===== src/rtl/pipeline_pkg.sv =====
// -----------------------------------------------------------------------------
// pipeline_pkg
//   Shared definitions for the four-stage pipeline controller:
//   - state_t     : FSM state encoding, also the value seen on `state`
//   - REG_ADDR_W  : register-address width
//   - REG_ZERO    : the hard-wired zero register, which never causes a hazard
//   - src_match() : true when a decode source reads a pending destination
// -----------------------------------------------------------------------------
package pipeline_pkg;

  localparam int REG_ADDR_W = 5;

  typedef logic [REG_ADDR_W-1:0] reg_addr_t;

  localparam reg_addr_t REG_ZERO = '0;

  typedef enum logic [1:0] {
    ST_RF_CLEAR = 2'd0,
    ST_IDLE     = 2'd1,
    ST_RUN      = 2'd2,
    ST_DRAIN    = 2'd3
  } state_t;

  // A pending write to x0 is discarded by the register file, so a source of
  // x0 never has to wait for it.
  function automatic logic src_match(input reg_addr_t rs1,
                                     input reg_addr_t rs2,
                                     input reg_addr_t dest,
                                     input logic      write_enable);
    return write_enable && (dest != REG_ZERO) && ((rs1 == dest) || (rs2 == dest));
  endfunction

endpackage


===== src/rtl/hazard_detect.sv =====
// -----------------------------------------------------------------------------
// hazard_detect
//   Combinational read-after-write comparator. Reports, per later stage,
//   whether the instruction in decode reads a register that stage will write.
//   Kept separate so a forwarding unit can reuse the per-stage matches.
//
//   Ports
//     rs1, rs2         in  source registers of the instruction in decode
//     ex_reg_dest      in  destination of the instruction in execute
//     ex_write_enable  in  execute will write ex_reg_dest
//     wb_reg_dest      in  destination of the instruction in writeback
//     wb_write_enable  in  writeback will write wb_reg_dest
//     match_ex         out decode reads what execute writes
//     match_wb         out decode reads what writeback writes
// -----------------------------------------------------------------------------
module hazard_detect
  import pipeline_pkg::*;
(
  input  logic [REG_ADDR_W-1:0] rs1,
  input  logic [REG_ADDR_W-1:0] rs2,
  input  logic [REG_ADDR_W-1:0] ex_reg_dest,
  input  logic                  ex_write_enable,
  input  logic [REG_ADDR_W-1:0] wb_reg_dest,
  input  logic                  wb_write_enable,
  output logic                  match_ex,
  output logic                  match_wb
);

  assign match_ex = src_match(rs1, rs2, ex_reg_dest, ex_write_enable);
  assign match_wb = src_match(rs1, rs2, wb_reg_dest, wb_write_enable);

endmodule


===== src/rtl/pipeline_control.sv =====
// -----------------------------------------------------------------------------
// pipeline_control
//   Sequencer and hazard controller for the fetch/decode/execute/writeback
//   datapath. Clears the register file after reset, starts and halts
//   execution, owns the program counter and stalls decode on RAW hazards
//   (the datapath has no forwarding and the register file no write-through).
//
//   Parameters
//     PC_WIDTH         width of pc and of both performance counters
//     RF_CLEAR_CYCLES  cycles reset_rf_n stays low after reset falls (>= 1)
//     DRAIN_CYCLES     bubble cycles issued after a halt (>= 1)
//
//   Ports
//     clock            in  rising-edge clock
//     reset            in  synchronous, active-high
//     start            in  level; leave IDLE and run (ignored elsewhere)
//     halt_req         in  level; stop fetching and drain (RUN only)
//     dec_valid        in  decode holds a real instruction
//     rs1, rs2         in  decode source registers
//     ex_reg_dest/ex_write_enable  in  pending write in execute
//     wb_reg_dest/wb_write_enable  in  pending write in writeback
//     pc               out registered fetch address (word index)
//     inst_enable      out fetch instruction-register enable
//     bubble           out forces the decoded write_enable to 0
//     reset_rf_n       out active-low register-file clear
//     state            out current FSM state (state_t encoding)
//     retired_count    out saturating count of writeback writes
//     stall_count      out saturating count of hazard stall cycles
// -----------------------------------------------------------------------------
module pipeline_control
  import pipeline_pkg::*;
#(
  parameter int PC_WIDTH        = 32,
  parameter int RF_CLEAR_CYCLES = 2,
  parameter int DRAIN_CYCLES    = 3
) (
  input  logic                  clock,
  input  logic                  reset,
  input  logic                  start,
  input  logic                  halt_req,
  input  logic                  dec_valid,
  input  logic [REG_ADDR_W-1:0] rs1,
  input  logic [REG_ADDR_W-1:0] rs2,
  input  logic [REG_ADDR_W-1:0] ex_reg_dest,
  input  logic                  ex_write_enable,
  input  logic [REG_ADDR_W-1:0] wb_reg_dest,
  input  logic                  wb_write_enable,
  output logic [PC_WIDTH-1:0]   pc,
  output logic                  inst_enable,
  output logic                  bubble,
  output logic                  reset_rf_n,
  output logic [1:0]            state,
  output logic [PC_WIDTH-1:0]   retired_count,
  output logic [PC_WIDTH-1:0]   stall_count
);

  // One down-counter times both the register-file clear and the drain, so
  // it is sized for the longer of the two.
  localparam int CNT_MAX = (RF_CLEAR_CYCLES > DRAIN_CYCLES) ? RF_CLEAR_CYCLES
                                                            : DRAIN_CYCLES;
  localparam int CNT_W   = $clog2(CNT_MAX + 1);

  // The counter is loaded with N-1 and the state exits when it reads 0, so
  // the state lasts exactly N cycles.
  localparam logic [CNT_W-1:0]    RF_LOAD    = CNT_W'(RF_CLEAR_CYCLES - 1);
  localparam logic [CNT_W-1:0]    DRAIN_LOAD = CNT_W'(DRAIN_CYCLES - 1);
  localparam logic [CNT_W-1:0]    CNT_ONE    = CNT_W'(1);
  localparam logic [PC_WIDTH-1:0] PC_ONE     = PC_WIDTH'(1);

  state_t           state_q;
  state_t           state_d;
  logic [CNT_W-1:0] cnt_q;
  logic [CNT_W-1:0] cnt_d;
  logic             match_ex;
  logic             match_wb;
  logic             hazard;
  logic             pc_advance;
  logic             stall;

  hazard_detect u_hazard_detect (
    .rs1             (rs1),
    .rs2             (rs2),
    .ex_reg_dest     (ex_reg_dest),
    .ex_write_enable (ex_write_enable),
    .wb_reg_dest     (wb_reg_dest),
    .wb_write_enable (wb_write_enable),
    .match_ex        (match_ex),
    .match_wb        (match_wb)
  );

  assign hazard = dec_valid & (match_ex | match_wb);

  // ---------------------------------------------------------------------------
  // Next state and per-cycle controls
  // ---------------------------------------------------------------------------
  always_comb begin
    // NOTE: every output of this block gets a default before the case so no
    // path leaves a signal unassigned, which would otherwise infer a latch.
    state_d     = state_q;
    cnt_d       = cnt_q;
    inst_enable = 1'b0;
    bubble      = 1'b1;
    pc_advance  = 1'b0;
    stall       = 1'b0;

    unique case (state_q)
      ST_RF_CLEAR: begin
        if (cnt_q == '0) state_d = ST_IDLE;
        else             cnt_d   = cnt_q - CNT_ONE;
      end

      ST_IDLE: begin
        if (start) state_d = ST_RUN;
      end

      ST_RUN: begin
        // A stall cycle is counted even when a halt wins the same cycle.
        stall = hazard;
        if (halt_req) begin
          // Fetch is held on the halt cycle so pc still points at the first
          // unfetched instruction when execution resumes.
          state_d = ST_DRAIN;
          cnt_d   = DRAIN_LOAD;
        end else if (!hazard) begin
          inst_enable = 1'b1;
          bubble      = 1'b0;
          pc_advance  = 1'b1;
        end
      end

      ST_DRAIN: begin
        if (cnt_q == '0) state_d = ST_IDLE;
        else             cnt_d   = cnt_q - CNT_ONE;
      end
    endcase
  end

  assign reset_rf_n = (state_q != ST_RF_CLEAR);
  assign state      = state_q;

  // ---------------------------------------------------------------------------
  // State, counter, pc and performance counters
  // ---------------------------------------------------------------------------
  // NOTE: sequential state uses non-blocking assignments so every register
  // samples the pre-edge values, independent of statement order.
  always_ff @(posedge clock) begin
    if (reset) begin
      // The clear counter is reloaded on every reset cycle, so a long reset
      // still gives a full-length clear after it falls.
      state_q       <= ST_RF_CLEAR;
      cnt_q         <= RF_LOAD;
      pc            <= '0;
      retired_count <= '0;
      stall_count   <= '0;
    end else begin
      state_q <= state_d;
      cnt_q   <= cnt_d;
      if (pc_advance) pc <= pc + PC_ONE;
      if (stall && (stall_count != '1))
        stall_count <= stall_count + PC_ONE;
      if (wb_write_enable && (retired_count != '1))
        retired_count <= retired_count + PC_ONE;
    end
  end

endmodule

===== config.mk =====
export PLATFORM = sky130hd
export DESIGN_NAME = pipeline_control
export DESIGN_NICKNAME = d
export VERILOG_FILES = /design/src/rtl/pipeline_pkg.sv /design/src/rtl/hazard_detect.sv /design/src/rtl/pipeline_control.sv
export SDC_FILE = /design/constraint.sdc
export NUM_CORES = 1
export LEC_CHECK = 0
export ABC_AREA = 1
export CAP_MARGIN = 10
export CORE_MARGIN = 4
export CORE_UTILIZATION = 25
export DETAILED_ROUTE_END_ITERATION = 7
export GPL_TIMING_DRIVEN = 0
export MAX_ROUTING_LAYER = met4
export PLACE_DENSITY_LB_ADDON = 0.25
export SYNTH_ARGS = -nofsm -noshare
export SYNTH_HDL_FRONTEND = slang
export SYNTH_SLANG_ARGS = --single-unit

===== constraint.sdc =====
create_clock -name clock -period 1.7 [get_ports clock]
set_input_delay 0.17 -clock clock [delete_from_list [all_inputs] [get_ports clock]]
set_output_delay 0.17 -clock clock [all_outputs]
set_load 0.01 [all_outputs]

==> flow_metrics.py <==
metrics = {
    "status": {
        "status": "finished, violations left",
        "violations": "negative setup slack",
    },
    "die": {
        "fp-row-count": 58,
        "dieArea_sq_um": 28100,
        "initial_core_util_pct": 25.3,
        "die-height_um": 168,
        "core-area_sq_um": 25100,
        "io_pins": 128,
        "die_w_um": 168,
    },
    "logic_synthesis": {
        "synth.ff_latch_count": 100,
        "synth_ff_type": "dfxtp_1",
        "yosysTopAreaCellShare_pct": 31.5,
        "postSynthCellCount": 1001,
        "syn_area_sq_um": 6360,
        "synthArstFlopShare_pct": 0,
        "synth_cell_type_count": 39,
        "synth_fp_nets": 1036,
        "synth.largest_area_cell": "dfxtp_1",
        "yosys_warnings": 0,
        "avgSynthCellArea_sq_um": 6.36,
        "synth-edff-count": 0,
        "yosysSeqAreaShare_pct": 31.5,
        "synth_area_leaders": "dfxtp_1 31%, nand2_1 18%, nor2_1 11%",
    },
    "setup_path": {
        "critPathLaunchType": "register",
        "cp.required_ns": 1.93,
        "criticalPathCategory": "register to register",
        "path_max_fanout": 5,
        "crit_arrival_ns": 1.99,
        "worstSetupEndpointType": "register",
    },
    "timing": {
        "finalSetupTns_ns": -0.418,
        "max-slew-margin-rel_pct": 40.8,
        "period_share_pct": 103,
        "max_freq_mhz": 569,
        "fin_crit_ns": 1.76,
        "tightest_slew_ns": 0.888,
        "rsz0062_at_grt": "yes",
        "setup_viol": 25,
        "setup_ws_ns": -0.0582,
        "holdWs_ns": 0.465,
        "clock_skew_ns": 0.0116,
        "hold_violations": 0,
        "slew_viol_final": 0,
    },
    "placement": {
        "port_buffers": 127,
        "dp_cells": 1458,
        "gp_congestion": 0.872,
        "post-dp-hpwl_mm": 15.4,
        "pre_cts_ws_ns": -0.859,
        "postPlaceCellArea_sq_um": 8050,
    },
    "drt": {
        "viasPerCell": 4.50,
        "first_pass_iters": 5,
        "wl_per_cell_um": 13.7,
        "postRouteAntennaNets": 0,
        "via_count": 6888,
        "wl_mm": 20.9,
        "drc": 0,
        "drt_iter0_markers": 349,
    },
    "pwr": {
        "seq_power_share_pct": 43.2,
        "switching_share_pct": 30.7,
        "pwr-share-clk_pct": 37.6,
        "internal-power_mw": 3.89,
        "max-vdd-ir-drop_uv": 349,
        "leakage_nw": 3.77,
        "power_mw": 5.62,
        "p_sw_mw": 1.73,
        "pwr_density_cell_nw_per_um2": 578,
        "combinationalPowerShare_pct": 19.2,
    },
    "cells_and_area": {
        "layout_commonest_cell": "nand2_1",
        "diodes": 0,
        "nNetsFinal": 1230,
        "drive_above_1_share_pct": 30.3,
        "stdcell_area_sq_um": 9710,
        "fin_cells": 1530,
        "final_cell_mix": "258 x nand2_1, 138 x nor2_1, 103 x clkdlybuf4s50_1",
        "post-route-util_pct": 38.7,
        "area_delta_synth_final_pct": 52.6,
    },
    "grt": {
        "grt_pass1_vias": 6520,
        "gr-total-overflow": 0,
        "antenna_found_initial": 0,
        "grt_max_degree": 21,
        "grt_use_total_pct": 14.8,
        "grt_pass1_wl_mm": 33.4,
    },
    "job": {
        "drv_cap": 0,
    },
    "clock_network": {
        "h-tree-depth": 3,
        "path_clk_slew_ns": 0.08,
        "clock-sinks": 100,
        "cts_buffers": 9,
        "clock_latency_ns": 0.36,
        "cts_root_buffer": "clkbuf_16",
        "clockBufferDepth": 2,
        "tritoncts": "done",
    },
    "min_path": {
        "hp-class": "register to register",
    },
}
==> path summary, 6_finish.rpt <==
kind	end	slack (ns)	cells after the start	startpoint
setup reg to reg	retired_count[10]	-0.06	12	retired_count[0]
hold reg to reg	cnt_q[0]	0.46	2	cnt_q[0]
setup / recovery	retired_count[10]	-0.06	12	retired_count[0]
hold / removal	cnt_q[0]	0.46	2	cnt_q[0]
==> power groups by stage <==
stage | combinational (mW) | clock (mW) | sequential (mW)
after floorplan | 0.494 | 0 | 2.50
after global placement | 0.856 | 0 | 2.49
after detailed placement | 0.862 | 0 | 2.49
after CTS | 0.969 | 2.22 | 2.44
after global routing | 1.21 | 2.28 | 2.44
final | 1.08 | 2.11 | 2.43
==> Yosys cell counts (4+ instances only) <==
cell	n
nand4_1	20
inv_1	80
buf_6	4
xnor2_1	17
o21ai_0	17
nand3b_1	8
dfxtp_1	100
nand2_2	17
nor3_2	5
nand2_1	301
clkbuf_1	10
buf_2	8
nor2_1	183
nor3_1	24
nor2_4	7
nand3_1	62
nor2_2	7
nand3_2	4
a21oi_1	46
xor2_1	29
ha_1	8
a21oi_2	10
inv_2	8
==> layout make-up <==
class	count	area [sq um]
fill	2688	15400
tap	330	413
inverter	89	345
sequential	100	2130
timing repair buffer	183	1740
clock inverter	7	83.8
buffer	26	214
clock buffer	9	225
multi-input combinational	786	4560
==> layer usage <==
layer	vias to the layer above	global-route usage, %	part of all wire, %
met5	-	-	0
met4	0	3.67	1.1
met3	15	1.84	3.7
met2	153	24.1	48
met1	3151	19.6	47
li1	3569	-	-
==> worst max-delay path, cell delays in order (launching register included) <==
cell and delay, ns:
dfxtp_4 0.38, ha_4 0.15, nand2_4 0.06, nor2_4 0.12, nand2_2 0.09, nor2_4 0.16
buf_6 0.12, a21boi_4 0.05, buf_12 0.15, buf_12 0.13, nand2_4 0.05, xor2_1 0.13
nor2_1 0.05
==> registers in the layout (all words and copies together) (netlist names) <==
register,cells
cnt_q,2
pc,32
retired_count,32
stall_count,32
state,2
==> cell families after synthesis <==
kind of cell | count (synthesis) | share of synthesized area (%)
buffers and inverters | 115 | 7.84
adders and majority gates | 8 | 1.57
and+or+nand+nor | 653 | 45.7
AOI/OAI and AO/OA | 79 | 7.08
DFF | 100 | 31.5
xor gates and xnor gates | 46 | 6.33
==> repair_timing <==
item                       4_1_cts  5_1_grt
hold buffers                     0        0
gates cloned                     3        1
resized for setup              150      208
pin swaps                       32       71
buffers inserted                34       19
setup endpoints to repair       98      100
Note: power is estimated with default switching activity, not from simulation.
